==> src/rtl/nibble_serial_adder_pkg.sv <==
// Shared constants and types for the nibble-serial adder/subtractor.
package nibble_serial_adder_pkg;

    localparam int NIB_W = 4;

    typedef enum logic [1:0] {
        IDLE = 2'd0,
        RUN  = 2'd1,
        DONE = 2'd2
    } state_t;

endpackage

==> src/rtl/nibble_add_slice.sv <==
// Combinational 4-bit ripple adder made of NAND-only full-adder cells.
module nibble_add_slice
    import nibble_serial_adder_pkg::*;
(
    input  logic [3:0] a,
    input  logic [3:0] b,
    input  logic       cin,
    output logic [3:0] sum,
    output logic       cout,
    output logic       c3
);

    function automatic logic nand2(input logic x, input logic y);
        return ~(x & y);
    endfunction

    logic [NIB_W:0] carry;

    always_comb begin
        logic n1, n2, n3, s1, n4, n5, n6;
        carry    = '0;
        sum      = '0;
        carry[0] = cin;
        for (int i = 0; i < NIB_W; i++) begin
            // Nine-NAND full adder: first half-adder, then second half-adder with carry merge.
            n1           = nand2(a[i], b[i]);
            n2           = nand2(a[i], n1);
            n3           = nand2(b[i], n1);
            s1           = nand2(n2, n3);
            n4           = nand2(s1, carry[i]);
            n5           = nand2(s1, n4);
            n6           = nand2(carry[i], n4);
            sum[i]       = nand2(n5, n6);
            carry[i + 1] = nand2(n1, n4);
        end
        cout = carry[NIB_W];
        c3   = carry[NIB_W-1];
    end

endmodule

==> src/rtl/nibble_serial_adder.sv <==
// Wide adder/subtractor processing one nibble per clock, LSB first, with
// valid/ready handshakes on operands and result.
module nibble_serial_adder
    import nibble_serial_adder_pkg::*;
#(
    parameter int NIBBLES = 4
) (
    input  logic                 clk,
    input  logic                 rst,
    input  logic                 in_valid,
    output logic                 in_ready,
    input  logic [4*NIBBLES-1:0] a_in,
    input  logic [4*NIBBLES-1:0] b_in,
    input  logic                 sub_in,
    output logic                 out_valid,
    input  logic                 out_ready,
    output logic [4*NIBBLES-1:0] sum_out,
    output logic                 cout_out,
    output logic                 ovf_out
);

    localparam int W     = NIB_W * NIBBLES;
    localparam int IDX_W = $clog2(NIBBLES);
    localparam logic [IDX_W-1:0] LAST_IDX = IDX_W'(NIBBLES - 1);

    state_t           state, state_n;
    logic [W-1:0]     a_reg, b_reg, acc, acc_n;
    logic [IDX_W-1:0] idx;
    logic             carry;
    logic             load, step, last;

    logic [W-1:0]     a_sh, b_sh, shift_mask, shift_sum;
    logic [IDX_W+1:0] bit_pos;
    logic [3:0]       slice_sum;
    logic             slice_cout, slice_c3;

    always_ff @(posedge clk or posedge rst) begin
        if (rst) state <= IDLE;
        else     state <= state_n;
    end

    always_comb begin
        state_n   = state;
        load      = 1'b0;
        step      = 1'b0;
        in_ready  = 1'b0;
        out_valid = 1'b0;
        case (state)
            IDLE: begin
                in_ready = 1'b1;
                if (in_valid) begin
                    load    = 1'b1;
                    state_n = RUN;
                end
            end
            RUN: begin
                step = 1'b1;
                if (last) state_n = DONE;
            end
            DONE: begin
                out_valid = 1'b1;
                if (out_ready) state_n = IDLE;
            end
            default: state_n = IDLE;
        endcase
    end

    // Nibble selection: shift the current nibble down to bit 0 for the slice.
    assign last    = (idx == LAST_IDX);
    assign bit_pos = {idx, 2'b00};
    assign a_sh    = a_reg >> bit_pos;
    assign b_sh    = b_reg >> bit_pos;

    nibble_add_slice u_slice (
        .a    (a_sh[3:0]),
        .b    (b_sh[3:0]),
        .cin  (carry),
        .sum  (slice_sum),
        .cout (slice_cout),
        .c3   (slice_c3)
    );

    assign shift_mask = W'(4'hF) << bit_pos;
    assign shift_sum  = W'(slice_sum) << bit_pos;
    assign acc_n      = (acc & ~shift_mask) | shift_sum;

    // Partial sums live in acc; sum_out only changes when the last nibble lands.
    always_ff @(posedge clk or posedge rst) begin
        if (rst) begin
            a_reg    <= '0;
            b_reg    <= '0;
            acc      <= '0;
            idx      <= '0;
            carry    <= 1'b0;
            sum_out  <= '0;
            cout_out <= 1'b0;
            ovf_out  <= 1'b0;
        end else if (load) begin
            a_reg <= a_in;
            b_reg <= sub_in ? ~b_in : b_in;
            acc   <= '0;
            idx   <= '0;
            carry <= sub_in;
        end else if (step) begin
            acc   <= acc_n;
            carry <= slice_cout;
            if (last) begin
                sum_out  <= acc_n;
                cout_out <= slice_cout;
                ovf_out  <= slice_c3 ^ slice_cout;
            end else begin
                idx <= idx + 1'b1;
            end
        end
    end

endmodule

==> config.mk <==
export PLATFORM = sky130hd
export DESIGN_NAME = nibble_serial_adder
export DESIGN_NICKNAME = d
export VERILOG_FILES = /design/src/rtl/nibble_serial_adder_pkg.sv /design/src/rtl/nibble_add_slice.sv /design/src/rtl/nibble_serial_adder.sv
export SDC_FILE = /design/constraint.sdc
export NUM_CORES = 1
export LEC_CHECK = 0
export ABC_CLOCK_PERIOD_IN_PS = 3400
export CAP_MARGIN = 10
export CORE_UTILIZATION = 45
export CTS_CLUSTER_SIZE = 16
export DETAILED_ROUTE_END_ITERATION = 12
export PLACE_DENSITY = 0.7
export SYNTH_ARGS = -nofsm -noshare
export SYNTH_HDL_FRONTEND = slang
export SYNTH_SLANG_ARGS = --single-unit
==> constraint.sdc <==
create_clock -name clk -period 3.4 [get_ports clk]
set_clock_uncertainty 0.1 [all_clocks]
set_input_delay 0.68 -clock clk [delete_from_list [all_inputs] [get_ports clk]]
set_output_delay 0.68 -clock clk [all_outputs]
set_load 0.02 [all_outputs]
After elaboration in Yosys (flattened, before gate mapping):

Index checks and enable logic that the tools add are counted.
Widths: inputs -> output; s select.

* register bits after elaboration: 71
* bits of input ports: 37
* output and inout port bits: 20
* word-level logic and storage cells: 121

* $add $sub $neg: 1
* equality and inequality tests: 7
* shift operators: 4
* mux-type cells: 17
* bitwise logic cells: 78
* reductions and logical operators: 5

Operators with widths (count)
* $mux 16: 3
* $not 1->1: 37
* $and 1x1->1: 36
* $not 16->16: 2
* $shr 16x4->4: 2
* $and 16x16->16: 1
* $or 16x16->16: 1
* $shl 4x4->16: 1
* $shl 4x4->16 const A: 1
* $mux 2: 6
* $ne 2x2->1 const B: 4
* $mux 1: 7
* $pmux 2 s3: 1
* $reduce_and 3->1: 2
* $eq 2x2->1 const B: 2
* $add 2x1->2 const B: 1
* $eq 2x1->1 const B: 1
* $logic_not 2->1: 1
* $reduce_and 2->1: 1
* $reduce_bool 2->1: 1
* $xor 1x1->1: 1

Logic depth before layout (Yosys ltp):

* depth in word-level cells: 29
* depth in mapped cells: 11

Hierarchy:

A second synthesis with hierarchy kept.

* cells, all modules: 288
* area, all modules: 3264.4 um^2

Modules (own cells, without submodules)
* nibble_serial_adder: instances 1, cells an instance 274, area an instance 3146.8 um^2
* nibble_add_slice: instances 1, cells an instance 14, area an instance 117.6 um^2

Worst setup path after synthesis:

No wires, ideal clock.

* path type: register -> register
* start: register idx[0]
* end: register sum_out[7]
* arrival: 2926 ps
* setup slack: 243 ps
* cell stages (with the launch flop): 12
* path buffers: 2
* clock period less this slack: 3157 ps
* cells stage by stage: dfrtp_1 > buf_4 > mux4_2 > fa_1 > inv_1 > fa_1 > fa_1 > inv_1 > fa_1 > clkbuf_1 > a221oi_1 > a21oi_1

* longest elaborated chain between the ends: 27
* elaborated cells on any way between the ends: 61
* classes of those cells: eq/ne (1); shift (4); bitwise (55); reduce/logical (1)

RTL lines
* start: declaration: RTL line nibble_serial_adder.sv:28 `logic [IDX_W-1:0] idx;`
* start signal: assignment: RTL line nibble_serial_adder.sv:112 `idx <= idx + 1'b1;`
* $shr 16x4->4, on equally long branches: RTL line nibble_serial_adder.sv:71, nibble_serial_adder.sv:72
* $and 1x1->1: RTL line nibble_add_slice.sv:14 `return ~(x & y);`
* $not 1->1: RTL line nibble_add_slice.sv:14
* $and 1x1->1: RTL line nibble_add_slice.sv:14
* $not 1->1: RTL line nibble_add_slice.sv:14
* $and 1x1->1: RTL line nibble_add_slice.sv:14
* $not 1->1: RTL line nibble_add_slice.sv:14
* $and 1x1->1: RTL line nibble_add_slice.sv:14
* [... 11 more ...]
* $and 1x1->1: RTL line nibble_add_slice.sv:14
* $not 1->1: RTL line nibble_add_slice.sv:14
* $and 1x1->1: RTL line nibble_add_slice.sv:14
* $not 1->1: RTL line nibble_add_slice.sv:14
* $and 1x1->1: RTL line nibble_add_slice.sv:14
* $not 1->1: RTL line nibble_add_slice.sv:14
* $shl 4x4->16: RTL line nibble_serial_adder.sv:84 `assign shift_sum = W'(slice_sum) << bit_pos;`
* $or 16x16->16: RTL line nibble_serial_adder.sv:85 `assign acc_n = (acc & ~shift_mask) | shift_sum;`
* end signal: assignment: RTL line nibble_serial_adder.sv:108 `sum_out <= acc_n;`
* end: declaration: RTL line nibble_serial_adder.sv:17 `output logic [4*NIBBLES-1:0] sum_out,`

Several ways; a longest one is shown, not always the timed one.
A chain may end at the register's enable or synchronous reset.

Worst setup path in the final report:

Ends and elaborated chain as after synthesis.

==> impl_metrics.tcl <==
set metrics [dict create \
    status "complete, no violations" \
    antenna_found_initial 0 \
    cellPowerDensity_mw_per_mm2 1080 \
    finalWirelength_um 6470 \
    clockBufferDepth 2 \
    num_rows 30 \
    fin_nets 382 \
    synth_area_mm2 0.00328 \
    worstMarginPinSlew_ns 0.672 \
    ys.flop_type "dfrtp_1" \
    synth_simple_gate_area_frac 0.0893 \
    ant_nets 0 \
    pwr-share-clk 0.146 \
    synth_xor_area_frac 0.0454 \
    ff2ff_setup_slack_ns 0.22 \
    rsz0062_at_grt "false" \
    grt_usage 0.198 \
    synth_compound_area_frac 0.140 \
    leakagePower_nw 1.72 \
    yosysMostFrequentCell "dfrtp_1" \
    yosys.area.top_type_share 0.511 \
    reg2reg_depth 9 \
    holdPathEnd "sum_out[10]" \
    pwr-share-comb 0.535 \
    period_minus_slack_ns 3.18 \
    syn-num-nets 329 \
    ys_ff_latch 67 \
    yosys.area.top_type "dfrtp_1" \
    ys_top_cells_by_area "dfrtp_1 (51%), mux2_2 (6.2%), mux4_2 (5.5%), xnor2_1 (4.3%), a21oi_1 (3.1%)" \
    synth_top_family_by_area "compound AO/OA/AOI/OAI gates" \
    synth_mux_area_frac 0.117 \
    io_pins 57 \
    synthAdderAreaFrac 0.0397 \
    r2r-end "sum_out[7]" \
    peakVddDrop_mv 0.678 \
    syn_area_per_cell_um2 11.5 \
    grt_max_degree 68 \
    crit_path_max_fanout 7 \
    p_switching_w 0.00179 \
    ys_warn_count 0 \
    min_from "sum_out[10]" \
    worstPathRequired_ns 3.51 \
    overflow 0 \
    syn_to_final_growth_pct 24.7 \
    async_flop_share 1.00 \
    finalSetupTns_ns 0 \
    initial_core_util 0.475 \
    critPathLaunchType "register" \
    via_count 2287 \
    holdCritPathClass "reg2reg" \
    wl_per_cell_um 14.8 \
    grt_pass1_vias 2337 \
    arrival_ns 3.29 \
    place.gp.congestion 0.804 \
    die-width_um 87.4 \
    viasPerCell 5.22 \
    drt_iter0_drc 107 \
    criticalPathCategory "reg2reg" \
    die_h_um 87.4 \
    ys_top_cells_by_count "dfrtp_1 (67), a21oi_1 (20), nand2_1 (20), nor2_1 (20), mux2_2 (18)" \
    critPathCaptureType "register" \
    p_seq_frac 0.319 \
    p_int_w 0.00262 \
    cts_buffers 9 \
    finalHoldViolations 0 \
    synth_cells 284 \
    final_util 0.592 \
    crit-reg2reg-launch "idx[0]" \
    seq_area_frac_synth 0.511 \
    cts_sinks 67 \
    cts_setup_buffers 0 \
    cts_tree "built" \
    worstHoldPathCells 2 \
    coreArea_mm2 0.00691 \
    p_sw_frac 0.405 \
    clk_pin_slew_ns 0.07 \
    synth-edff-count 0 \
    grt_first_pass_wirelength_um 11200 \
    synth.distinct_cells 34 \
    cts-root-buf "clkbuf_8" \
    finalCritPeriodShare 0.934 \
    drive_above_1_share 0.164 \
    drv_slew 0 \
    dieArea_mm2 0.00763 \
    cts_hold_buffers 0 \
    finalSetupViolCount 0 \
    hpwlAfterDp_um 4580 \
    drt_pass1_iterations 4 \
    io_buffer_count 56 \
    total_power_w 0.00441 \
    cts-resized-gates 0 \
    max_cap_viol_count 0 \
    n_antenna_cell 0 \
    cts_max_level 3 \
    clk_latency_ns 0.35 \
    fmax_mhz 315 \
    relSlewSlack 0.550 \
    drc 0 \
]
through the flow:
step / area, µm² / setup WS [ns] / std cells / hold slack, ns
finish: 4090 / 0.225 / 438 / 0.377
floorplan: 3280 / 0.243 / 284 / 0.356
detailed placement: 3890 / 0.207 / 422 / 0.367
global route: 4090 / 0.0215 / 438 / 0.411
CTS: 4090 / 0.188 / 438 / 0.384
global placement: 3890 / 0.341 / 422 / 0.363
logic make-up after synthesis:
family / after synthesis
AOI/OAI and AO/OA: 68
xor gates and xnor gates: 17
adders and majority gates: 8
buffers and inverters: 37
DFF: 67
muxes: 26
and+or+nand+nor: 61
worst max-delay path by stage:
stage	end	startpoint	slack, ns
floorplan	sum_out[7]	idx[0]	0.24
global placement	sum_out[7]	idx[0]	0.34
detailed placement	sum_out[7]	idx[0]	0.21
CTS	sum_out[7]	idx[0]	0.19
global route	sum_out[7]	idx[0]	0.02
finish	sum_out[7]	idx[0]	0.22
final cells by class:
class | count | area (µm²)
clock buffer | 9 | 124
clock inverter | 7 | 68.8
fill | 616 | 2820
inverter | 16 | 60.1
multi-input combinational | 180 | 1410
sequential | 67 | 1680
tap | 96 | 120
timing repair buffer | 63 | 626
critical path, cell delays in order, from the launching register on:
cell and delay, ns:
dfrtp_1 0.47, mux4_2 0.56, fa_1 0.41, inv_1 0.09, fa_1 0.19, fa_1 0.20
inv_1 0.06, fa_1 0.55, a221oi_1 0.34, a21oi_1 0.08
metal layers:
metal,vias to the layer above,part of all wire,wire length [µm],global-route usage
li1,1086,-,-,-
met1,1132,0.43,2790,0.233
met2,56,0.52,3350,0.341
met3,13,0.037,239,0.0597
met4,0,0.015,97,0.0700
met5,-,0,0,0
power by group through the flow:
| stage | Sequential (W) | Clock [W] | Combinational, W |
|---|---|---|---|
| 2_1_floorplan | 0.00142 | 0 | 0.00167 |
| 3_3_place_gp | 0.00142 | 0 | 0.00231 |
| 3_5_place_dp | 0.00143 | 0 | 0.00236 |
| 4_1_cts | 0.00142 | 0.000658 | 0.00237 |
| 5_1_grt | 0.00146 | 0.000701 | 0.00257 |
| 6_report | 0.00141 | 0.000644 | 0.00236 |
layout by cell type (no fill, tap or decap), types with 2 or more instances in the layout:
cell             instances
a21o_1                   3
a21oi_1                 20
a21oi_2                  4
a221oi_1                 3
a22o_1                   9
a22oi_1                  2
a2bb2oi_1                4
buf_4                    6
clkbuf_8                 9
clkdlybuf4s50_1         56
clkinv_2                 3
clkinvlp_4               2
dfrtp_1                 67
fa_1                     4
ha_1                     4
inv_1                   15
mux2_2                  18
mux4_2                   8
nand2_1                 20
nand2b_1                 6
nand3_1                  4
nor2_1                  20
nor2b_1                  3
nor3_1                   4
o21ai_0                 14
o2bb2ai_1                6
o31ai_1                  2
xnor2_1                 16
(Power assumes the default switching activity.)
